## src/rtl/alu_result_fifo.sv

```systemverilog
// First-word-fall-through result buffer behind the 8-bit ALU.
// Captures result, opcode and {C,N,Z} flags per entry.
// Optional per-entry parity output when ALU_RESFIFO_PARITY_EN is defined.
module alu_result_fifo #(
    parameter int unsigned WIDTH = 8,
    parameter int unsigned DEPTH = 4,
    parameter int unsigned OPW   = 4
) (
    input  logic                       clk,
    input  logic                       rst_n,
    input  logic [WIDTH-1:0]           res_in,
    input  logic [OPW-1:0]             op_in,
    input  logic                       carry_in,
    input  logic                       in_valid,
    output logic                       in_ready,
    output logic [WIDTH-1:0]           res_out,
    output logic [OPW-1:0]             op_out,
    output logic [2:0]                 flags_out,
`ifdef ALU_RESFIFO_PARITY_EN
    output logic                       parity_out,
`endif
    output logic                       out_valid,
    input  logic                       out_ready,
    output logic [$clog2(DEPTH):0]     count,
    output logic [7:0]                 stall_cnt
);

    localparam int unsigned AW = $clog2(DEPTH);
    localparam int unsigned CW = AW + 1;

    logic [WIDTH-1:0] res_mem [DEPTH];
    logic [OPW-1:0]   op_mem  [DEPTH];
    logic [2:0]       flg_mem [DEPTH];

    logic [AW-1:0] wr_ptr_q, wr_ptr_d;
    logic [AW-1:0] rd_ptr_q, rd_ptr_d;
    logic [CW-1:0] count_q, count_d;
    logic [7:0]    stall_q, stall_d;

    logic          push, pop;
    logic [2:0]    flags_new;

    assign in_ready  = (count_q < CW'(DEPTH));
    assign out_valid = (count_q != '0);
    assign push      = in_valid && in_ready;
    assign pop       = out_valid && out_ready;
    assign count     = count_q;
    assign stall_cnt = stall_q;

    assign flags_new = {carry_in, res_in[WIDTH-1], (res_in == '0)};

    always_comb begin
        wr_ptr_d = wr_ptr_q;
        rd_ptr_d = rd_ptr_q;
        count_d  = count_q;
        stall_d  = stall_q;
        if (push) begin
            wr_ptr_d = wr_ptr_q + AW'(1);
        end
        if (pop) begin
            rd_ptr_d = rd_ptr_q + AW'(1);
        end
        unique case ({push, pop})
            2'b10:   count_d = count_q + CW'(1);
            2'b01:   count_d = count_q - CW'(1);
            default: count_d = count_q;
        endcase
        if (in_valid && !in_ready && (stall_q != 8'hFF)) begin
            stall_d = stall_q + 8'd1;
        end
    end

    always_ff @(posedge clk or negedge rst_n) begin
        if (!rst_n) begin
            wr_ptr_q <= '0;
            rd_ptr_q <= '0;
            count_q  <= '0;
            stall_q  <= '0;
        end else begin
            wr_ptr_q <= wr_ptr_d;
            rd_ptr_q <= rd_ptr_d;
            count_q  <= count_d;
            stall_q  <= stall_d;
        end
    end

    // Storage is not reset; outputs are masked by out_valid instead.
    always_ff @(posedge clk) begin
        if (push) begin
            res_mem[wr_ptr_q] <= res_in;
            op_mem[wr_ptr_q]  <= op_in;
            flg_mem[wr_ptr_q] <= flags_new;
        end
    end

    always_comb begin
        res_out   = '0;
        op_out    = '0;
        flags_out = '0;
        if (out_valid) begin
            res_out   = res_mem[rd_ptr_q];
            op_out    = op_mem[rd_ptr_q];
            flags_out = flg_mem[rd_ptr_q];
        end
    end

`ifdef ALU_RESFIFO_PARITY_EN
    logic par_mem [DEPTH];

    always_ff @(posedge clk) begin
        if (push) begin
            par_mem[wr_ptr_q] <= ^{op_in, res_in};
        end
    end

    assign parity_out = out_valid ? par_mem[rd_ptr_q] : 1'b0;
`endif

endmodule
```

## config.mk

```make
export PLATFORM = sky130hd
export DESIGN_NAME = alu_result_fifo
export DESIGN_NICKNAME = d
export VERILOG_FILES = /design/src/rtl/alu_result_fifo.sv
export SDC_FILE = /design/constraint.sdc
export NUM_CORES = 1
export LEC_CHECK = 0
export BUFFER_PORTS_ARGS = -buffer_cell sky130_fd_sc_hd__buf_2
export CAP_MARGIN = 20
export CELL_PAD_IN_SITES_DETAIL_PLACEMENT = 2
export CELL_PAD_IN_SITES_GLOBAL_PLACEMENT = 2
export CORE_ASPECT_RATIO = 2
export CORE_MARGIN = 2
export CORE_UTILIZATION = 41
export CTS_BUF_LIST = sky130_fd_sc_hd__clkbuf_8 sky130_fd_sc_hd__clkbuf_16
export DETAILED_ROUTE_END_ITERATION = 7
export GPL_TIMING_DRIVEN = 0
export HOLD_SLACK_MARGIN = 0.12
export MAX_ROUTING_LAYER = met4
export PLACE_DENSITY = 0.78
export REMOVE_ABC_BUFFERS = 1
export SLEW_MARGIN = 0
export SYNTH_ARGS = -nofsm -noshare
export SYNTH_HDL_FRONTEND = slang
export SYNTH_SLANG_ARGS = --single-unit
```

## constraint.sdc

```tcl
create_clock -name clk -period 2.1 [get_ports clk]
set_clock_uncertainty 0.1 [all_clocks]
set_input_delay 0.21 -clock clk [delete_from_list [all_inputs] [get_ports clk]]
set_output_delay 0.21 -clock clk [all_outputs]
set_load 0.02 [all_outputs]
```

**After elaboration in Yosys (flattened, before gate mapping)**

Memory sizes are Yosys's and may differ from the RTL's.
Index checks and enable logic that the tools add are counted.

- RAM bits: 60
- Output and inout bits: 28
- Memories: 3
- Word-level logic and storage cells: 30
- Register bits: 15

- $lt $le $gt $ge: 1
- $add $sub $neg: 5
- Equal/unequal tests: 3
- Reductions and logical operators: 8
- Muxes and demuxes: 6

Memory list:

| name | depth | width | rd ports | clocked after memory_dff | wr ports | line | RTL |
|---|---|---|---|---|---|---|---|
| res_mem | 4 | 8 | 1 | 0 | 1 | 31 | `logic [WIDTH-1:0] res_mem [DEPTH];` |
| op_mem | 4 | 4 | 1 | 0 | 1 | 32 | `logic [OPW-1:0] op_mem [DEPTH];` |
| flg_mem | 4 | 3 | 1 | 0 | 1 | 33 | `logic [2:0] flg_mem [DEPTH];` |

Operator list:

| operator | number |
|---|---|
| adder 8 x 1 -> 8 bit, second input constant | 1 |
| logical NOT 8 bit | 1 |
| 2-to-1 mux 8 bit | 1 |
| inequality test 8 bit, second input constant | 1 |
| one-hot mux 3 bit (2 select lines) | 1 |
| adder 2 x 1 -> 2 bit, second input constant | 2 |
| logical AND 1 bit | 4 |
| 2-to-1 mux 4 bit | 1 |
| adder 3 x 1 -> 3 bit, second input constant | 1 |
| < comparator 3 bit, second input constant | 1 |
| 2-to-1 mux 3 bit | 1 |
| nonzero test 3 bit | 1 |
| subtractor 3 x 1 -> 3 bit, second input constant | 1 |
| == test 2 x 1 -> 1 bit, second input constant | 1 |
| == test 2 bit, second input constant | 1 |
| 2-to-1 mux 1 bit | 2 |
| nonzero test 2 bit | 1 |
| logical NOT 1 bit | 1 |

**Depth between registers and ports, before layout**

- Depth in word-level cells: 4
- Depth in mapped cells: 9
- Depth with buffers taken out: 8

**Worst setup path after synthesis**

Ideal clock, no wire load.

- Kind: register to register
- Start point: reg count_q[2] (netlist: count[2])
- End point: reg count_q[2] (netlist: count[2])
- Data arrival time: 1.911 ns
- Buffers on the path: 1
- Library setup time: 0.080 ns
- Clock period less this slack: 2.092 ns
- Setup slack: 0.008 ns
- Required time: 1.920 ns
- Stages on the path, launching flop included: 10
- Path through: dfrtp_1 -> and2b_2 -> clkbuf_1 -> inv_1 -> ha_1 -> inv_1 -> fa_1 -> xor2_1 -> nor2_1 -> xnor2_1

- Longest elaborated chain between the ends: 4
- Elaborated cells on any way between the ends: 10
- Classes of those cells: 2 x add/sub; 1 x order compare; 2 x eq/ne; 1 x mux; 4 x reduce/logical

Ends and longest elaborated chain:

| element | line | RTL |
|---|---|---|
| start: declaration | 37 | `logic [CW-1:0] count_q, count_d;` |
| start signal: assignment | 82 | `count_q <= count_d;` |
| < comparator 3 bit / nonzero test 3 bit (equally long branches) | 43, 44 |  |
| logical AND 1 bit (on tied branches) | 45, 46 |  |
| == test 2 x 1 -> 1 bit / == test 2 bit (equally long branches) | 63 | `unique case ({push, pop})` |
| one-hot mux 3 bit (2 select lines) / nonzero test 2 bit (equally long branches) | -- |  |

Several ways; a longest one is shown, not always the timed one.
A chain may end at the register's enable or synchronous reset.

**Final worst setup path**

- Start point: reg rd_ptr_q[0]
- End point: out flags_out[2]

- Longest elaborated chain between the ends: 2

Ends and longest elaborated chain:

| element | line | RTL |
|---|---|---|
| start: declaration | 36 | `logic [AW-1:0] rd_ptr_q, rd_ptr_d;` |
| start signal: assignment | 81 | `rd_ptr_q <= rd_ptr_d;` |
| memory read (4 x 3 bit) | -- |  |
| 2-to-1 mux 3 bit | 100 | `if (out_valid) begin` |
| end: declaration | 18 | `output logic [2:0] flags_out,` |

Every way passes these cells.

==> results.tsv <==
stage	metric	value	unit
run_status	status	completed	
worst_setup_path	worst r2r dst	count[2]	
clock_tree	Worst-Skew Late Latency	0.33	ns
synthesis	mux cell area share after synthesis	0.122	
final_layout	ANT cells	0	
global_route	GRT overflow	0	
clock_tree	CTS Buffer Depth	2	
clock_tree	CTS sink count	71	
worst_setup_path	worst-path maximum fanout	4	
final_layout	nets	266	
clock_tree	CTS tree	yes	
timing	Slew Limit Fails	0	
synthesis	post-synthesis cell area	2970	sq um
power	clock power share	0.259	
global_route	largest net degree at the start of global routing	16	
timing	slew margin rel.	0.457	
drt	Via density	5.11	
power	PwrDens	1500	nW/um^2
placed_design	IO Port Bufs	44	
floorplanning	Ports	45	
synthesis	post-synth top area share	0.566	
worst_setup_path	Reg2Reg Depth	8	
drt	Residual DRC	0	
final_layout	share of cells above drive strength 1	0.393	
synthesis	post-synth cell types	34	
worst_setup_path	Setup crit end kind	output port	
drt	DR iter-0 viols	60	
power	Leakage	0.00147	uW
synthesis	Avg Inst Size Synth	17.6	sq um
worst_setup_path	type of origin of the critical path	flip-flop	
timing	Tcrit/Tclk final	0.982	
worst_setup_path	crit path from	rd_ptr_q[0]	
global_route	total track usage	0.203	
synthesis	post-synthesis sequential area ratio	0.693	
synthesis	Most used DFF post-synth	edfxtp_1	
flow_run	Max-Cap Viols	0	
worst_setup_path	Worst EP required	1.79	ns
synthesis	Compound-Gate Fraction of Synth Area	0.00758	
drt	remaining antenna violation count	0	
floorplanning	full die area	7980	sq um
synthesis	Synth async-reset ratio	0.211	
drt	DR vias	1722	
clock_tree	clk slew on worst S/H paths	0.05	ns
synthesis	XOR/XNOR share of the synthesized area	0.0236	
power	internal power contribution	3780	uW
final_layout	FILL cells	647	
timing	actual slew at the worst max-slew pin	0.815	ns
timing	Final Hold Violating Endpoints	0	
drt	Post-Route WL	7.11	mm
drt	drt pass-1 iters	4	
timing	Peak Freq	485	MHz
floorplanning	Die H	124	um
worst_setup_path	flop2flop setup slack	0.07	ns
floorplanning	core footprint	6990	sq um
floorplanning	Starting Density	0.425	
global_route	vias in the first global route	1973	
timing	unrepaired setup endpoints after global routing	yes	
synthesis	#FFs+latches synth	71	
power	Flop pwr share	0.363	
placed_design	GP Congestion	0.739	
final_layout	synth-to-layout area growth	28.1	%
hold_path	Hold WC Path Type	in2reg	
synthesis	post-synthesis cell count	169	
global_route	initial antenna violation count	0	
synthesis	main combinational cell family by area after synthesis	multiplexers	
power	P_sw	1940	uW
worst_setup_path	crit path to	flags_out[2]	
timing	Setup-failing EPs final	0	
clock_tree	htree depth	3	
synthesis	Synth Area in Adders	0.0320	
synthesis	count leader, synth	edfxtp_1	
final_layout	Layout Cells excl Fill	337	
clock_tree	CTS Buf Count	9	
final_layout	Final Instance Area	3800	sq um
placed_design	Placed Cells incl. Taps	297	
global_route	first-pass GRT wire length	11.3	mm
synthesis	Synth Area in Simple Gates	0.0948	
placed_design	area of placed instances	3250	sq um
clock_tree	Root Driver	clkbuf_16	
worst_setup_path	worst r2r src	count[1]	
worst_setup_path	Critical Path AT	1.75	ns
placed_design	HPWL Detailed	4.59	mm
power	Max IR drop VDD	0.745	mV
drt	DR WL/cell	21.1	um
synthesis	Yosys warnings	0	
power	Logic pwr share	0.377	
synthesis	leading area contributor after synthesis	edfxtp_1	
synthesis	Synth top cells by count	56 x edfxtp_1, 19 x and2_1, 15 x dfrtp_1	
worst_setup_path	CP Class	reg2out	
synthesis	Post-synth EDFFs	56	
floorplanning	# rows	43	
timing	fin crit period	2.06	ns
synthesis	top post-synthesis cells by area	edfxtp_1 57%, dfrtp_1 13%, mux4_2 11%	
floorplanning	die width	64.2	um
power	sw frac	0.339	
[worst min path at each step]
stage / startpoint / end / cells after the start
after CTS: in_valid / stall_cnt[7] / 3
after global placement: rst_n / rd_ptr_q[0] / 1
after global routing: in_valid / stall_cnt[7] / 3
after detailed placement: rst_n / stall_cnt[0] / 1
final: in_valid / stall_cnt[7] / 3
after floorplan: rst_n / count[0] / 0
[layout make-up]
class / count / area [sq um] / share of cell area
well taps: 90 / 113 / 0.0296
multi-input cells: 84 / 846 / 0.222
inverters: 8 / 30.0 / 0.00789
clock inverters: 6 / 52.6 / 0.0138
repair buffers: 68 / 459 / 0.121
clock buffers: 10 / 239 / 0.0628
flip-flops and latches: 71 / 2060 / 0.543
[power by group through the flow]
stage          Clock [uW]  Sequential [uW]  Combinational [uW]
2_1_floorplan           0             2180                1150
3_3_place_gp            0             2140                1710
3_5_place_dp            0             2200                1820
4_1_cts              1510             2090                2160
5_1_grt              1560             2120                2350
6_report             1480             2080                2160
[cell usage in the layout (no fill, tap or decap), types with 2 or more instances in the layout]
cell	netlist	final
a21oi_1	2	2
and2_1	19	16
and2_4	0	3
and3_1	2	2
buf_2	1	42
buf_4	1	9
clkbuf_16	0	9
clkinv_2	0	3
dfrtp_1	15	11
dfrtp_2	0	3
dlygate4sd3_1	0	15
edfxtp_1	56	56
ha_1	6	5
inv_1	8	9
mux4_2	14	14
nand2_1	6	6
nand3_1	4	4
nand4_1	2	2
nor2_1	5	5
or4_1	2	2
xnor2_1	6	6
xor2_1	2	2
[critical path, cell delays in order, from the launching register on]
cell and delay [ns]:
dfrtp_4 0.44, buf_4 0.16, mux4_2 0.49, and2_1 0.18, buf_2 0.16
[state kept, by name (all words and copies together), names as in the netlist]
name	count
count	3
flg_mem	12
op_mem	16
rd_ptr_q	2
res_mem	28
stall_cnt	8
wr_ptr_q	2
[per-layer routing]
metal / part of all wire / wire [um] / track usage / vias up
met5: 0 / 0 / - / -
met4: 0.022 / 155 / 0.0776 / 0
met3: 0.036 / 257 / 0.0461 / 12
met2: 0.59 / 4180 / 0.374 / 47
met1: 0.35 / 2520 / 0.200 / 883
li1: - / - / - / 780
[cell families after synthesis]
logic type               count (synthesis)
flip-flops                              71
buffers and inverters                   14
multiplexers                            18
AO/OA/AOI/OAI                            4
adder cells (fa/ha/maj)                  7
AND/OR/NAND/NOR                         47
XOR/XNOR                                 8
[repair_timing]
item / in CTS / in global routing
gates cloned: 0 / 0
endpoints found under the setup margin: 17 / 8
setup buffers: 9 / 0
pin swaps: 6 / 4
hold endpoints to repair: 68 / 0
resized for setup: 10 / 5
hold buffers: 15 / 0
[per-stage QoR]
step / setup WS [ns] / setup TNS [ns] / power (uW) / util / hold slack (ns)
5_1_grt: -0.0279 / -0.112 / 6020 / 0.544 / 0.180
6_report: 0.0368 / 0 / 5720 / 0.544 / 0.143
3_3_place_gp: -0.113 / -1.57 / 3850 / 0.465 / 0.0332
2_1_floorplan: -0.0332 / -0.0527 / 3330 / - / -0.186
4_1_cts: 0.00824 / 0 / 5760 / 0.542 / 0.143
3_5_place_dp: -0.210 / -2.94 / 4020 / 0.465 / 0.0530
(Power assumes the default switching activity.)
